**src/rtl/dram_arbiter.sv**
```systemverilog
// ============================================================================
// dram_arbiter : two-port round-robin DRAM arbiter (I-cache / D-cache)
// Rev 1.0
// ============================================================================
`default_nettype none

module dram_arbiter #(
    parameter int ADDR_W = 32,
    parameter int DATA_W = 128
) (
    input  logic              clk,
    input  logic              rst,

    input  logic              req0_cs,
    input  logic              req0_we,
    input  logic [ADDR_W-1:0] req0_addr,
    input  logic [DATA_W-1:0] req0_wdata,
    output logic              req0_ack,

    input  logic              req1_cs,
    input  logic              req1_we,
    input  logic [ADDR_W-1:0] req1_addr,
    input  logic [DATA_W-1:0] req1_wdata,
    output logic              req1_ack,

    output logic [DATA_W-1:0] rdata,

    output logic              dram_cs,
    output logic              dram_we,
    output logic [ADDR_W-1:0] dram_addr,
    output logic [DATA_W-1:0] dram_wdata,
    input  logic [DATA_W-1:0] dram_rdata,
    input  logic              dram_ack,

    output logic              grant0,
    output logic              grant1
);

    localparam logic [1:0] c_IDLE    = 2'd0;
    localparam logic [1:0] c_BUSY0   = 2'd1;
    localparam logic [1:0] c_BUSY1   = 2'd2;
    localparam logic [1:0] c_RELEASE = 2'd3;

    logic [1:0]        state_q, state_d;
    logic              last_q,  last_d;
    logic [DATA_W-1:0] rdata_q, rdata_d;

    logic w_busy0;
    logic w_busy1;

    assign w_busy0 = (state_q == c_BUSY0);
    assign w_busy1 = (state_q == c_BUSY1);

    always_comb begin
        state_d = state_q;
        last_d  = last_q;
        rdata_d = rdata_q;
        case (state_q)
            c_IDLE: begin
                // On a tie, the port that did not win last time goes first.
                if (req0_cs && (!req1_cs || last_q)) begin
                    state_d = c_BUSY0;
                    last_d  = 1'b0;
                end else if (req1_cs) begin
                    state_d = c_BUSY1;
                    last_d  = 1'b1;
                end
            end
            c_BUSY0: begin
                if (!req0_cs) begin
                    state_d = c_RELEASE;
                end else if (dram_ack) begin
                    state_d = c_RELEASE;
                    if (!req0_we) rdata_d = dram_rdata;
                end
            end
            c_BUSY1: begin
                if (!req1_cs) begin
                    state_d = c_RELEASE;
                end else if (dram_ack) begin
                    state_d = c_RELEASE;
                    if (!req1_we) rdata_d = dram_rdata;
                end
            end
            default: state_d = c_IDLE;
        endcase
    end

    always_ff @(posedge clk) begin
        if (!rst) begin
            state_q <= c_IDLE;
            last_q  <= 1'b1;
            rdata_q <= '0;
        end else begin
            state_q <= state_d;
            last_q  <= last_d;
            rdata_q <= rdata_d;
        end
    end

    assign grant0 = w_busy0;
    assign grant1 = w_busy1;

    // Ack is suppressed while reset is low so a reset mid-transfer abandons it silently.
    assign req0_ack = rst & w_busy0 & req0_cs & dram_ack;
    assign req1_ack = rst & w_busy1 & req1_cs & dram_ack;

    assign dram_cs    = (w_busy0 & req0_cs) | (w_busy1 & req1_cs);
    assign dram_we    = w_busy0 ? req0_we    : (w_busy1 ? req1_we    : 1'b0);
    assign dram_addr  = w_busy0 ? req0_addr  : (w_busy1 ? req1_addr  : '0);
    assign dram_wdata = w_busy0 ? req0_wdata : (w_busy1 ? req1_wdata : '0);

    assign rdata = rdata_q;

endmodule

`default_nettype wire

```
**config.mk**
```make
export PLATFORM = sky130hd
export DESIGN_NAME = dram_arbiter
export DESIGN_NICKNAME = d
export VERILOG_FILES = /design/src/rtl/dram_arbiter.sv
export SDC_FILE = /design/constraint.sdc
export NUM_CORES = 1
export LEC_CHECK = 0
export ABC_AREA = 1
export BUFFER_PORTS_ARGS = -buffer_cell sky130_fd_sc_hd__buf_2
export CAP_MARGIN = 40
export CORE_AREA = 2 2 288 290
export DETAILED_ROUTE_END_ITERATION = 10
export DIE_AREA = 0 0 290 292
export GPL_TIMING_DRIVEN = 0
export PLACE_DENSITY_LB_ADDON = 0.25
export SLEW_MARGIN = 15
export SYNTH_ARGS = -nofsm -noshare
export SYNTH_HDL_FRONTEND = slang
export SYNTH_SLANG_ARGS = --single-unit
```
**constraint.sdc**
```tcl
create_clock -name clk -period 5.1 [get_ports clk]
set_input_delay 1.02 -clock clk [delete_from_list [all_inputs] [get_ports clk]]
set_output_delay 1.02 -clock clk [all_outputs]
set_load 0.02 [all_outputs]
```
==> metrics.md <==
| Metric | Value |
|---|---|
| WHS | `~0.48 ns` |
| Wire per inst | `approximately 26 um` |
| Nets | `about 2300` |
| LEAKAGE | `7.22 nW` |
| Clock Latency Late Sink | `0.48 ns` |
| Register bit total from synthesis | `roughly 130` |
| Max stage delay on crit path | `roughly 0.56 ns` |
| VDD IR-drop max | `roughly 0.00021 V` |
| Most frequent cells in the layout | `buf_2, nor2_1, a22o_1, nand2_1, inv_1` |
| Reg2reg start | `state_q[0]` |
| Area growth syn-to-layout | `80.0%` |
| Crit-path max FO | `10` |
| Critical path data arrival time | `3.07 ns` |
| Die Ht | `approximately 300 um` |
| R2R cell count | `9` |
| Die ar. | `0.0847 mm^2` |
| Crit path time final | `slightly above 4 ns` |
| Unrepaired setup endpoints after global routing | `false` |
| Worst path required time | `just over 4 ns` |
| Mapped Cells | `around 1100` |
| Final WL | `75300 um` |
| Outcome | `finished, final reports clean` |
| Port-buffer cells | `747` |
| Distinct cells, synth | `18` |
| Post-CTS Resized | `0` |
| Hold WC Path Type | `reg -> reg` |
| Total of max-cap violations | `0` |
| Delay-heaviest family, CP | `buffers and inverters` |
| Worst hold path depth | `2` |
| Crit end category | `primary output` |
| Routability cong. | `about 0.96` |
| HPWL Detailed | `a little under 70000 um` |
| Most used cell, CP | `clkbuf_1` |
| Worst Tran Pin Value | `roughly 0.71 ns` |
| Fill cell count | `just under 10000` |
| Kind of critical path | `reg -> out` |
| Routed vias/inst | `3.60` |
| Clock-pin slew of the registers on the worst-case setup and hold paths | `0.07 ns` |
| Via count | `between 10000 and 15000` |
| I/O pin total | `749` |
| Grt total ovfl | `0` |
| FF-to-FF setup slack | `2.71 ns` |
| Slew Viols, Final | `0` |
| Setup_tns | `0 ns` |
| Antenna violations before repair | `67` |
| Clock Sinks | `131` |
| Vias in the first global route | `10286` |
| Startpoint Class | `register` |
| Yosys top cell area share | `roughly 36%` |
| Post-Syn Area | `0.00719 mm^2` |
| Final setup viols | `0` |
| Clock Skew | `0.00892 ns` |
| Relative slew margins | `a little over half` |
| Post-route setup slack | `just over 1 ns` |
| Top cells by area, synth | `dfxtp_1, a22o_1, nor2_1` |
| DRC Markers | `0` |
| Syn. warnings | `0` |
| Commonest non-fill, non-tap cell in the layout | `buf_2` |
| Rows | `between 100 and 150` |
| Slowest CP cell | `clkbuf_1` |
| H-tree depth | `4` |
| Final hold viol count | `0` |
| Drt first pass iters | `4` |
| CP Buf/Inv Count | `5` |
| Worst slack, placed | `around 0.96 ns` |
| FMAX | `about 240 MHz` |
| Hold Path Origin | `rdata[2]` |
| Iteration-0 DRC Markers | `roughly 540` |
| Total Power | `about 4.7 mW` |
| First-pass GRT wire length | `between 90000 and 100000 um` |
| Setup bufs post-CTS | `0` |
| Root Driver | `clkbuf_16` |
| Total GRT Usage | `17.3%` |
| Syn nets | `roughly 1500` |
| Area leader, netlist | `dfxtp_1` |
| Share of layout cells above drive strength 1 | `between 40% and 50%` |
| Die W | `290 um` |
| CTS tree | `done` |
| Core area | `0.0816 mm^2` |
| # hold bufs at CTS | `0` |
| Post-DRT Antenna Nets | `0` |
| Hold EP | `rdata[2]` |
| Deepest clock path buffer count | `2` |
| Avg Cell Area, Syn | `around 6.7 um^2` |
| Tcrit/Tclk final | `between 80% and 90%` |
| CTS Buf Count | `17` |
| Power per cell area | `between 300 and 400 mW/mm^2` |
| Post-synthesis sequential area ratio | `a little over a third` |
| Starting Density | `8.81%` |
| Largest net degree at the start of global routing | `17` |
| Final Util | `~16%` |
| R2r endpoint | `rdata[81]` |
| Worst-path cell chain | `inv_2, nor2_4, clkbuf_1, buf_8, clkbuf_1, a22o_1, buf_2` |
-- synth_stat cells, drive strengths merged --
cell type	number
nor4	2
a21oi	2
inv	138
o21ai	2
nor3	2
dfxtp	131
a22o	160
buf	51
nand2	138
o22ai	2
nand3	131
clkbuf	40
nor2	267
-- logic make-up (layout without fill, tap and decap cells) --
logic type,Yosys count,in the layout,share of synthesized area [%]
simple gates,540,540,30.7
buf+inv,229,1014,12.8
other cells,0,11,0
compound gates,166,166,20.0
flops,131,131,36.5
-- worst register-to-register path, cell delays in order, from the launching register on --
cell      delay (ns)
dfxtp_1         0.41
inv_2           0.09
nor2_4          0.33
nand2_1         0.09
nand2_1         0.12
buf_2           0.38
clkbuf_1        0.53
nand3_1         0.20
nand2_1         0.09
nor2_1          0.04
-- state kept, by name, summed over array words and instances, names as in the netlist --
| name | flops |
|---|---|
| last_q | 1 |
| rdata | 128 |
| state_q | 2 |
-- per-layer routing --
metal  wire [um]  track usage [%]  vias up
met4        2380             5.53        4
li1            -                -     5036
met2       39300             32.4      555
met3        5330             4.42      150
met5          22                0        -
met1       28300             18.9     4815
-- stage by stage --
step,instance area [um^2],std cells
floorplan,7190,1066
global placement,12300,2883
detailed placement,12300,2888
CTS,12900,2920
global route,12900,2923
finish,12900,2932
-- worst max path at each step --
stage / startpoint / to / slack, ns / cells past startpoint
after floorplan: rst / req0_ack / 1.89 / 4
after global placement: rst / req0_ack / 0.45 / 5
after detailed placement: rst / req0_ack / 0.96 / 6
after CTS: state_q[0] / dram_wdata[66] / 0.92 / 7
after global routing: state_q[0] / dram_wdata[66] / 0.89 / 7
final: state_q[0] / dram_wdata[66] / 1.01 / 7
-- power breakdown --
part           internal [mW]  switching (mW)
Sequential              1.16          0.0692
Clock                  0.707           0.576
Combinational          0.727            1.50
Total                   2.59            2.15
-- area by class of cell --
class                           instances  area [um^2]  share of cell area (%)
Sequential cell                       131         2620                    20.3
Inverter                              138          518                    4.00
Tap cell                             1070         1340                    10.3
Antenna cell                           11         27.5                   0.213
Timing Repair Buffer                  753         3810                    29.4
Buffer                                 91          404                    3.12
Clock inverter                         11          118                   0.909
Multi-Input combinational cell        706         3640                    28.1
Clock buffer                           21          460                    3.56
Power figures use the tool's default switching activity.
